==> config.mk <==
export PLATFORM = sky130hd
export DESIGN_NAME = io_read_arbiter_flat
export DESIGN_NICKNAME = d
export VERILOG_FILES = /design/src/rtl/io_read_arbiter_pkg.sv /design/src/rtl/cpu_bus.sv /design/src/rtl/io_read_arbiter_prio.sv /design/src/rtl/io_read_arbiter.sv /design/src/flat_wrapper.sv
export SDC_FILE = /design/constraint.sdc
export NUM_CORES = 1
export LEC_CHECK = 0
export CORE_UTILIZATION = 47
export DETAILED_ROUTE_END_ITERATION = 6
export GPL_ROUTABILITY_DRIVEN = 0
export PLACE_DENSITY = 0.86
export SYNTH_ARGS = -nofsm -noshare
export SYNTH_HDL_FRONTEND = slang
export SYNTH_SLANG_ARGS = --single-unit
==> constraint.sdc <==
create_clock -name clk28 -period 4.9 [get_ports clk28]
set_input_delay 1.47 -clock clk28 [delete_from_list [all_inputs] [get_ports clk28]]
set_output_delay 1.47 -clock clk28 [all_outputs]
set_load 0.02 [all_outputs]
==> src/rtl/io_read_arbiter_pkg.sv <==
// Shared types for the I/O read arbiter: FSM states and source indices.
package common;

    typedef enum logic [2:0] {
        ARB_IDLE,
        ARB_SETTLE,
        ARB_DRIVE,
        ARB_NODRV,
        ARB_GAP
    } io_arb_state_t;

    localparam int IO_SRC_KEMPSTON = 0;
    localparam int IO_SRC_FE       = 1;
    localparam int IO_SRC_FF       = 2;
    localparam int IO_SRC_EXT      = 3;

endpackage

==> src/rtl/cpu_bus.sv <==
// CPU bus signals seen by the I/O read path.
interface cpu_bus;

    logic ioreq;
    logic rd;

    modport arb (
        input ioreq,
        input rd
    );

endinterface

==> src/rtl/io_read_arbiter_prio.sv <==
// Lowest-set-bit one-hot select with a "more than one request" flag.
module prio_onehot
    import common::*;
#(
    parameter int N = 4
) (
    input  logic [N-1:0] req,
    output logic [N-1:0] onehot,
    output logic         multi
);

    assign onehot = req & (~req + N'(1));
    assign multi  = |(req & ~onehot);

endmodule

==> src/rtl/io_read_arbiter.sv <==
// Fixed-priority arbiter for the CPU I/O read data bus with settle window,
// post-cycle gap and saturating collision log.
module io_read_arbiter
    import common::*;
#(
    parameter int N_SRC  = 4,
    parameter int SETTLE = 2,
    parameter int GAP    = 1
) (
    input  logic               clk28,
    input  logic               rst_n,
    cpu_bus.arb                bus,
    input  logic [N_SRC-1:0]   src_active,
    input  logic [8*N_SRC-1:0] src_data,
    input  logic [N_SRC-1:0]   src_mask,
    input  logic               collision_clr,
    output logic [7:0]         d_out,
    output logic               d_out_active,
    output logic [N_SRC-1:0]   grant,
    output logic               collision,
    output logic [7:0]         collision_count
);

    localparam int CMAX = (SETTLE > GAP) ? SETTLE : GAP;
    localparam int CW   = $clog2(CMAX + 1);

    io_arb_state_t  state_q, state_d;
    logic [CW-1:0]  cnt_q, cnt_d;
    logic           cyc;
    logic           decide;
    logic           drop;
    logic [N_SRC-1:0] m;
    logic [N_SRC-1:0] sel;
    logic           multi;
    logic [7:0]     sel_byte;

    assign cyc = bus.ioreq && bus.rd;
    assign m   = src_active & src_mask;

    prio_onehot #(.N(N_SRC)) u_prio (
        .req    (m),
        .onehot (sel),
        .multi  (multi)
    );

    always_comb begin
        sel_byte = '0;
        for (int i = 0; i < N_SRC; i++) begin
            if (sel[i]) sel_byte = src_data[8*i +: 8];
        end
    end

    always_ff @(posedge clk28 or negedge rst_n) begin
        if (!rst_n) begin
            state_q <= ARB_IDLE;
            cnt_q   <= '0;
        end else begin
            state_q <= state_d;
            cnt_q   <= cnt_d;
        end
    end

    always_comb begin
        state_d = state_q;
        cnt_d   = cnt_q;
        decide  = 1'b0;
        drop    = 1'b0;
        unique case (state_q)
            ARB_IDLE: begin
                if (cyc) begin
                    state_d = ARB_SETTLE;
                    cnt_d   = '0;
                end
            end
            ARB_SETTLE: begin
                if (!cyc) begin
                    state_d = ARB_IDLE;
                end else if (cnt_q == CW'(SETTLE - 1)) begin
                    decide  = 1'b1;
                    state_d = (|m) ? ARB_DRIVE : ARB_NODRV;
                end else begin
                    cnt_d = cnt_q + CW'(1);
                end
            end
            ARB_DRIVE: begin
                if (!cyc) begin
                    drop    = 1'b1;
                    state_d = ARB_GAP;
                    cnt_d   = '0;
                end
            end
            ARB_NODRV: begin
                if (!cyc) begin
                    state_d = ARB_GAP;
                    cnt_d   = '0;
                end
            end
            ARB_GAP: begin
                if (cnt_q == CW'(GAP - 1)) begin
                    state_d = ARB_IDLE;
                end else begin
                    cnt_d = cnt_q + CW'(1);
                end
            end
            default: state_d = ARB_IDLE;
        endcase
    end

    // Granted byte is captured once and frozen until the read cycle ends.
    always_ff @(posedge clk28 or negedge rst_n) begin
        if (!rst_n) begin
            d_out        <= 8'hFF;
            d_out_active <= 1'b0;
            grant        <= '0;
        end else if (decide && |m) begin
            d_out        <= sel_byte;
            d_out_active <= 1'b1;
            grant        <= sel;
        end else if (drop) begin
            d_out_active <= 1'b0;
            grant        <= '0;
        end
    end

    always_ff @(posedge clk28 or negedge rst_n) begin
        if (!rst_n) begin
            collision       <= 1'b0;
            collision_count <= '0;
        end else begin
            collision <= decide && multi;
            if (collision_clr) begin
                collision_count <= '0;
            end else if (decide && multi && collision_count != 8'hFF) begin
                collision_count <= collision_count + 8'd1;
            end
        end
    end

endmodule

==> src/flat_wrapper.sv <==
// flat-port wrapper written by rule: the top's interface ports become plain ports
module io_read_arbiter_flat import common::*;
#(
    parameter int N_SRC  = 4,
    parameter int SETTLE = 2,
    parameter int GAP    = 1
)
  (clk28, rst_n, src_active, src_data, src_mask, collision_clr, d_out, d_out_active, grant, collision, collision_count, bus_ioreq, bus_rd);
  cpu_bus bus_i ();
  input  logic clk28;
  input  logic rst_n;
  input  logic [N_SRC-1:0] src_active;
  input  logic [8*N_SRC-1:0] src_data;
  input  logic [N_SRC-1:0] src_mask;
  input  logic collision_clr;
  output logic [7:0] d_out;
  output logic d_out_active;
  output logic [N_SRC-1:0] grant;
  output logic collision;
  output logic [7:0] collision_count;
  input wire logic [$bits(bus_i.ioreq)-1:0] bus_ioreq;
  input wire logic [$bits(bus_i.rd)-1:0] bus_rd;
  assign bus_i.ioreq = bus_ioreq;
  assign bus_i.rd = bus_rd;
  io_read_arbiter #(.N_SRC(N_SRC), .SETTLE(SETTLE), .GAP(GAP)) u_core (.clk28(clk28), .rst_n(rst_n), .bus(bus_i), .src_active(src_active), .src_data(src_data), .src_mask(src_mask), .collision_clr(collision_clr), .d_out(d_out), .d_out_active(d_out_active), .grant(grant), .collision(collision), .collision_count(collision_count));
endmodule
==> run summary <==
The detailed-route via count is 1573. The mapped cell area was 1700 um^2; the final count of pins violating max slew was 0. Standby leakage power: 0.919 nW. Measured against its own limit, the worst slew margin works out to 18.2%. The detail route stage leaves a number of antenna-violating nets equal to 0.

In this run the deepest clock path goes through 2 buffers. Clock root buffer: sky130_fd_sc_hd__clkbuf_4. The startpoint kind of the worst setup timing path is a primary input. The number of cells upsized or downsized after cts came out at 0. The post-synthesis to final-layout area growth was 41.4%. Counting flops with a built-in enable in the synthesized netlist gives 0. The number of filler instances in the final layout came out at 267. Setup repair after global routing left no endpoint under its margin.

The area of the core came out at 3390 um^2. The maximum fanout encountered on the critical timing path works out to 12. STA classifies the critical path endpoint as a flop. The total routed wirelength was 4.24 mm. For the post-CTS setup buffer count, the log shows 0.

At the worst endpoint, the required time is 5.15 ns. The vertical die dimension works out to 62.2 um. In the finished design, the share of the clock period the worst path needs comes to 70.2%.

For this design the ratio of total power to cell area is 284 nW/um^2. Clock buffer count from CTS: 3. Entering global routing, the biggest net connects 28 pins. Total clock sinks: 27. After synthesis, flip-flops and latches occupy 40.3% of the total area.

Pin placement for this block handled 67 I/O pins. Detailed placement ended at an HPWL of 3.29 mm. The run finished with clean final reports. The classification of the worst setup path is primary input to flop. Number of hold-slack violations in the final timing report: 0. The total power came out at 0.000684 W.

For the logic gate share of total power, the log shows 39.5%. The critical path data arrival time was 3.69 ns. The portion of total power attributed to sequential cells was 46.1%; the number of search-and-repair iterations in the first detailed-routing pass was 4.

Class of the most critical hold timing path: flop to flop. Setup violations remaining at the end of the flow were counted as 0. After detailed routing, the number of vias per cell comes to 5.58. The average cell area after synthesis is 9.78 um^2, and the yosys synthesis warning count is 0. The ratio of cells with drive above 1 in the final layout is 11.0%. Of all cell types, the one taking the most synthesized area is sky130_fd_sc_hd__dfrtp_1. Count of state elements after synthesis: 27.

At the pin with the least slew margin, the transition time is 1.22 ns. Synthesis produced a netlist with a net count of 222. The logs give 0.509 ns for the final hold slack and 3870 um^2 for the area of the die.

In the synthesized netlist the dominant register cell turns out to be sky130_fd_sc_hd__dfrtp_1. The first global-routing pass estimated 7.07 mm of wire. In the final timing run, aggregate negative setup slack is 0 ns. The internal power of the cells totals 0.000467 W. The die is 62.2 um wide. The share of total power in the clock network came out at 14.5%.

The total number of H-tree levels is 1, and the maximum clock frequency is 291 MHz. The total track usage is 23.2%. For the final database, setup skew stands at 0.0214 ns. The share of the synthesized area in the top cell type is 27.9%, and the proportion of synthesized flip-flops having asynchronous set or reset is 100%. For the worst-skew pair, the clock arrives at the later sink with an insertion delay of 0.34 ns. Via count of the first global-routing pass: 1442. Including well taps, the total number of placed cells is 278. The number of hold buffers added after CTS was 0. The cell row count came out at 21. The post-CTS clock slew at the launch and capture registers of the worst setup and hold paths was 0.16 ns; the number of antenna violations at the first check in global routing was 0.

Once layout is done, the placed cells without fillers occupy 2410 um^2. The tools report the peak ir drop on the vdd network as 0.263 mV. The detail-routed net length per standard cell came out at 15.0 um.

The final routed DRC violation total is 0. The gate count after technology mapping is 174. The number of antenna diodes in the final layout is 0.

The finished layout holds 282 standard cells, fillers aside. The share of total power consumed by net switching is 31.8%, and the max-cap check violation count is 0. After synthesis, the cell types taking the most area are sky130_fd_sc_hd__dfrtp_1 (28%), sky130_fd_sc_hd__dfstp_2 (12%), sky130_fd_sc_hd__a2bb2oi_1 (3.6%), sky130_fd_sc_hd__o221ai_1 (3.6%), sky130_fd_sc_hd__nand2_1 (3.5%). In this run, the number of DRC markers left after iteration 0 of detailed routing was 155. The final layout contains 285 nets. In this run the tool buffered the top-level ports with 66 buffer cells.

The final critical delay including setup and external delays was 3.44 ns; the power spent charging and discharging nets was 0.000217 W. TritonCTS built the clock tree. The run gives 50.2% as the initial standard-cell utilization of the core. Global routing finished with a remaining overflow of 0. After detailed placement, the total cell area comes to 2380 um^2. Synthesis instantiated 48 different standard cells from the library.
layout by cell type, fill, tap and decap left out, types with 2 or more instances in the layout:
master                            netlist  layout
sky130_fd_sc_hd__clkdlybuf4s50_1        0      66
sky130_fd_sc_hd__dfrtp_1               19      19
sky130_fd_sc_hd__nand2_1               16      16
sky130_fd_sc_hd__nor2_1                10      10
sky130_fd_sc_hd__nand2b_1               8       8
sky130_fd_sc_hd__nor2b_1                8       8
sky130_fd_sc_hd__dfstp_2                8       8
sky130_fd_sc_hd__nand3_1                7       7
sky130_fd_sc_hd__o221ai_1               7       7
sky130_fd_sc_hd__a2bb2oi_1              7       7
sky130_fd_sc_hd__inv_1                  6       6
sky130_fd_sc_hd__nand3b_1               6       6
sky130_fd_sc_hd__o31a_1                 6       6
sky130_fd_sc_hd__nor4_1                 4       4
sky130_fd_sc_hd__o21ai_0                4       4
sky130_fd_sc_hd__mux2_1                 4       4
sky130_fd_sc_hd__mux2_2                 4       4
sky130_fd_sc_hd__and2_1                 3       3
sky130_fd_sc_hd__nor4_2                 3       3
sky130_fd_sc_hd__ha_1                   3       3
sky130_fd_sc_hd__clkbuf_4               0       3
sky130_fd_sc_hd__nand2_2                2       2
sky130_fd_sc_hd__nand4_1                2       2
sky130_fd_sc_hd__a21oi_1                2       2
sky130_fd_sc_hd__a41oi_1                2       2
sky130_fd_sc_hd__o21bai_1               2       2
sky130_fd_sc_hd__and4_1                 2       2
sky130_fd_sc_hd__buf_4                  0       2
layer usage:
metal  vias up  global-route usage [%]  part of all wire [%]
met4         0                    6.10                  0.64
met2        45                    34.9                    46
met3         2                    4.78                   4.7
li1        780                       -                     -
met1       746                    33.9                    48
met5         -                       0                     0
final cells by class:
type                            count  area, um^2  area share (%)
Clock buffer                        3        22.5           0.936
Clock inverter                      1        7.51           0.312
Inverter                            6        22.5           0.936
Multi-Input combinational cell    131         935            38.8
Sequential cell                    27         686            28.5
Tap cell                           46        57.6            2.39
Timing Repair Buffer               68         676            28.1
synth_stat cells (5+ instances only):
cell type                   instances
sky130_fd_sc_hd__a2bb2oi_1          7
sky130_fd_sc_hd__buf_2              5
sky130_fd_sc_hd__dfrtp_1           19
sky130_fd_sc_hd__dfstp_2            8
sky130_fd_sc_hd__inv_1              6
sky130_fd_sc_hd__nand2_1           16
sky130_fd_sc_hd__nand2b_1           8
sky130_fd_sc_hd__nand3_1            7
sky130_fd_sc_hd__nand3b_1           6
sky130_fd_sc_hd__nor2_1            10
sky130_fd_sc_hd__nor2b_1            8
sky130_fd_sc_hd__o221ai_1           7
sky130_fd_sc_hd__o31a_1             6
power by group through the flow:
stage	Sequential, W	Clock [W]	Combinational (W)
floorplan	0.000370	0	0.0000803
CTS	0.000315	0.000102	0.000272
detailed placement	0.000319	0	0.000271
finish	0.000315	0.0000990	0.000270
global placement	0.000318	0	0.000270
global route	0.000322	0.000109	0.000290
stage by stage:
step | setup WS [ns] | utilization [%]
2_1_floorplan | 1.92 | -
3_3_place_gp | 1.15 | 70.1
3_5_place_dp | 1.11 | 70.1
4_1_cts | 1.50 | 71.0
5_1_grt | 1.34 | 71.0
6_report | 1.46 | 71.0
critical path: stages:
cell                              delay, ns
sky130_fd_sc_hd__clkdlybuf4s50_1       0.60
sky130_fd_sc_hd__a222oi_1              0.73
sky130_fd_sc_hd__o221a_2               0.46
sky130_fd_sc_hd__nor3_1                0.12
sky130_fd_sc_hd__mux2_2                0.31
logic make-up (layout without fill, tap and decap cells):
| kind of cell | after synthesis | after routing | share of synthesized area [%] |
|---|---|---|---|
| flip-flops | 27 | 27 | 40.3 |
| buffers and inverters | 16 | 78 | 4.78 |
| adder cells (fa/ha/maj) | 3 | 3 | 2.21 |
| multiplexers | 9 | 9 | 5.88 |
| AO/OA/AOI/OAI | 40 | 40 | 19.0 |
| AND/OR/NAND/NOR | 78 | 78 | 27.3 |
| XOR/XNOR | 1 | 1 | 0.515 |
worst paths after layout:
path                                     start                         to  slack, ns  cells after the start
max                              src_active[1]  u_core.collision_count[0]       1.46                      5
max reg2reg                    u_core.cnt_q[1]  u_core.collision_count[0]       2.58                      6
min in group asynchronous                rst_n  u_core.collision_count[3]       1.47                      2
min reg2reg                u_core.d_out_active        u_core.d_out_active       0.51                      1
min                        u_core.d_out_active        u_core.d_out_active       0.51                      1
max in group asynchronous                rst_n            u_core.d_out[0]       3.11                      2
registers in the layout (all words and copies together) (netlist names):
register and count:
u_core.d_out 8, u_core.grant 4, u_core.collision_count 8, u_core.state_q 3, u_core.d_out_active 1, u_core.cnt_q 2
u_core.collision 1
Power figures use the tool's default switching activity.
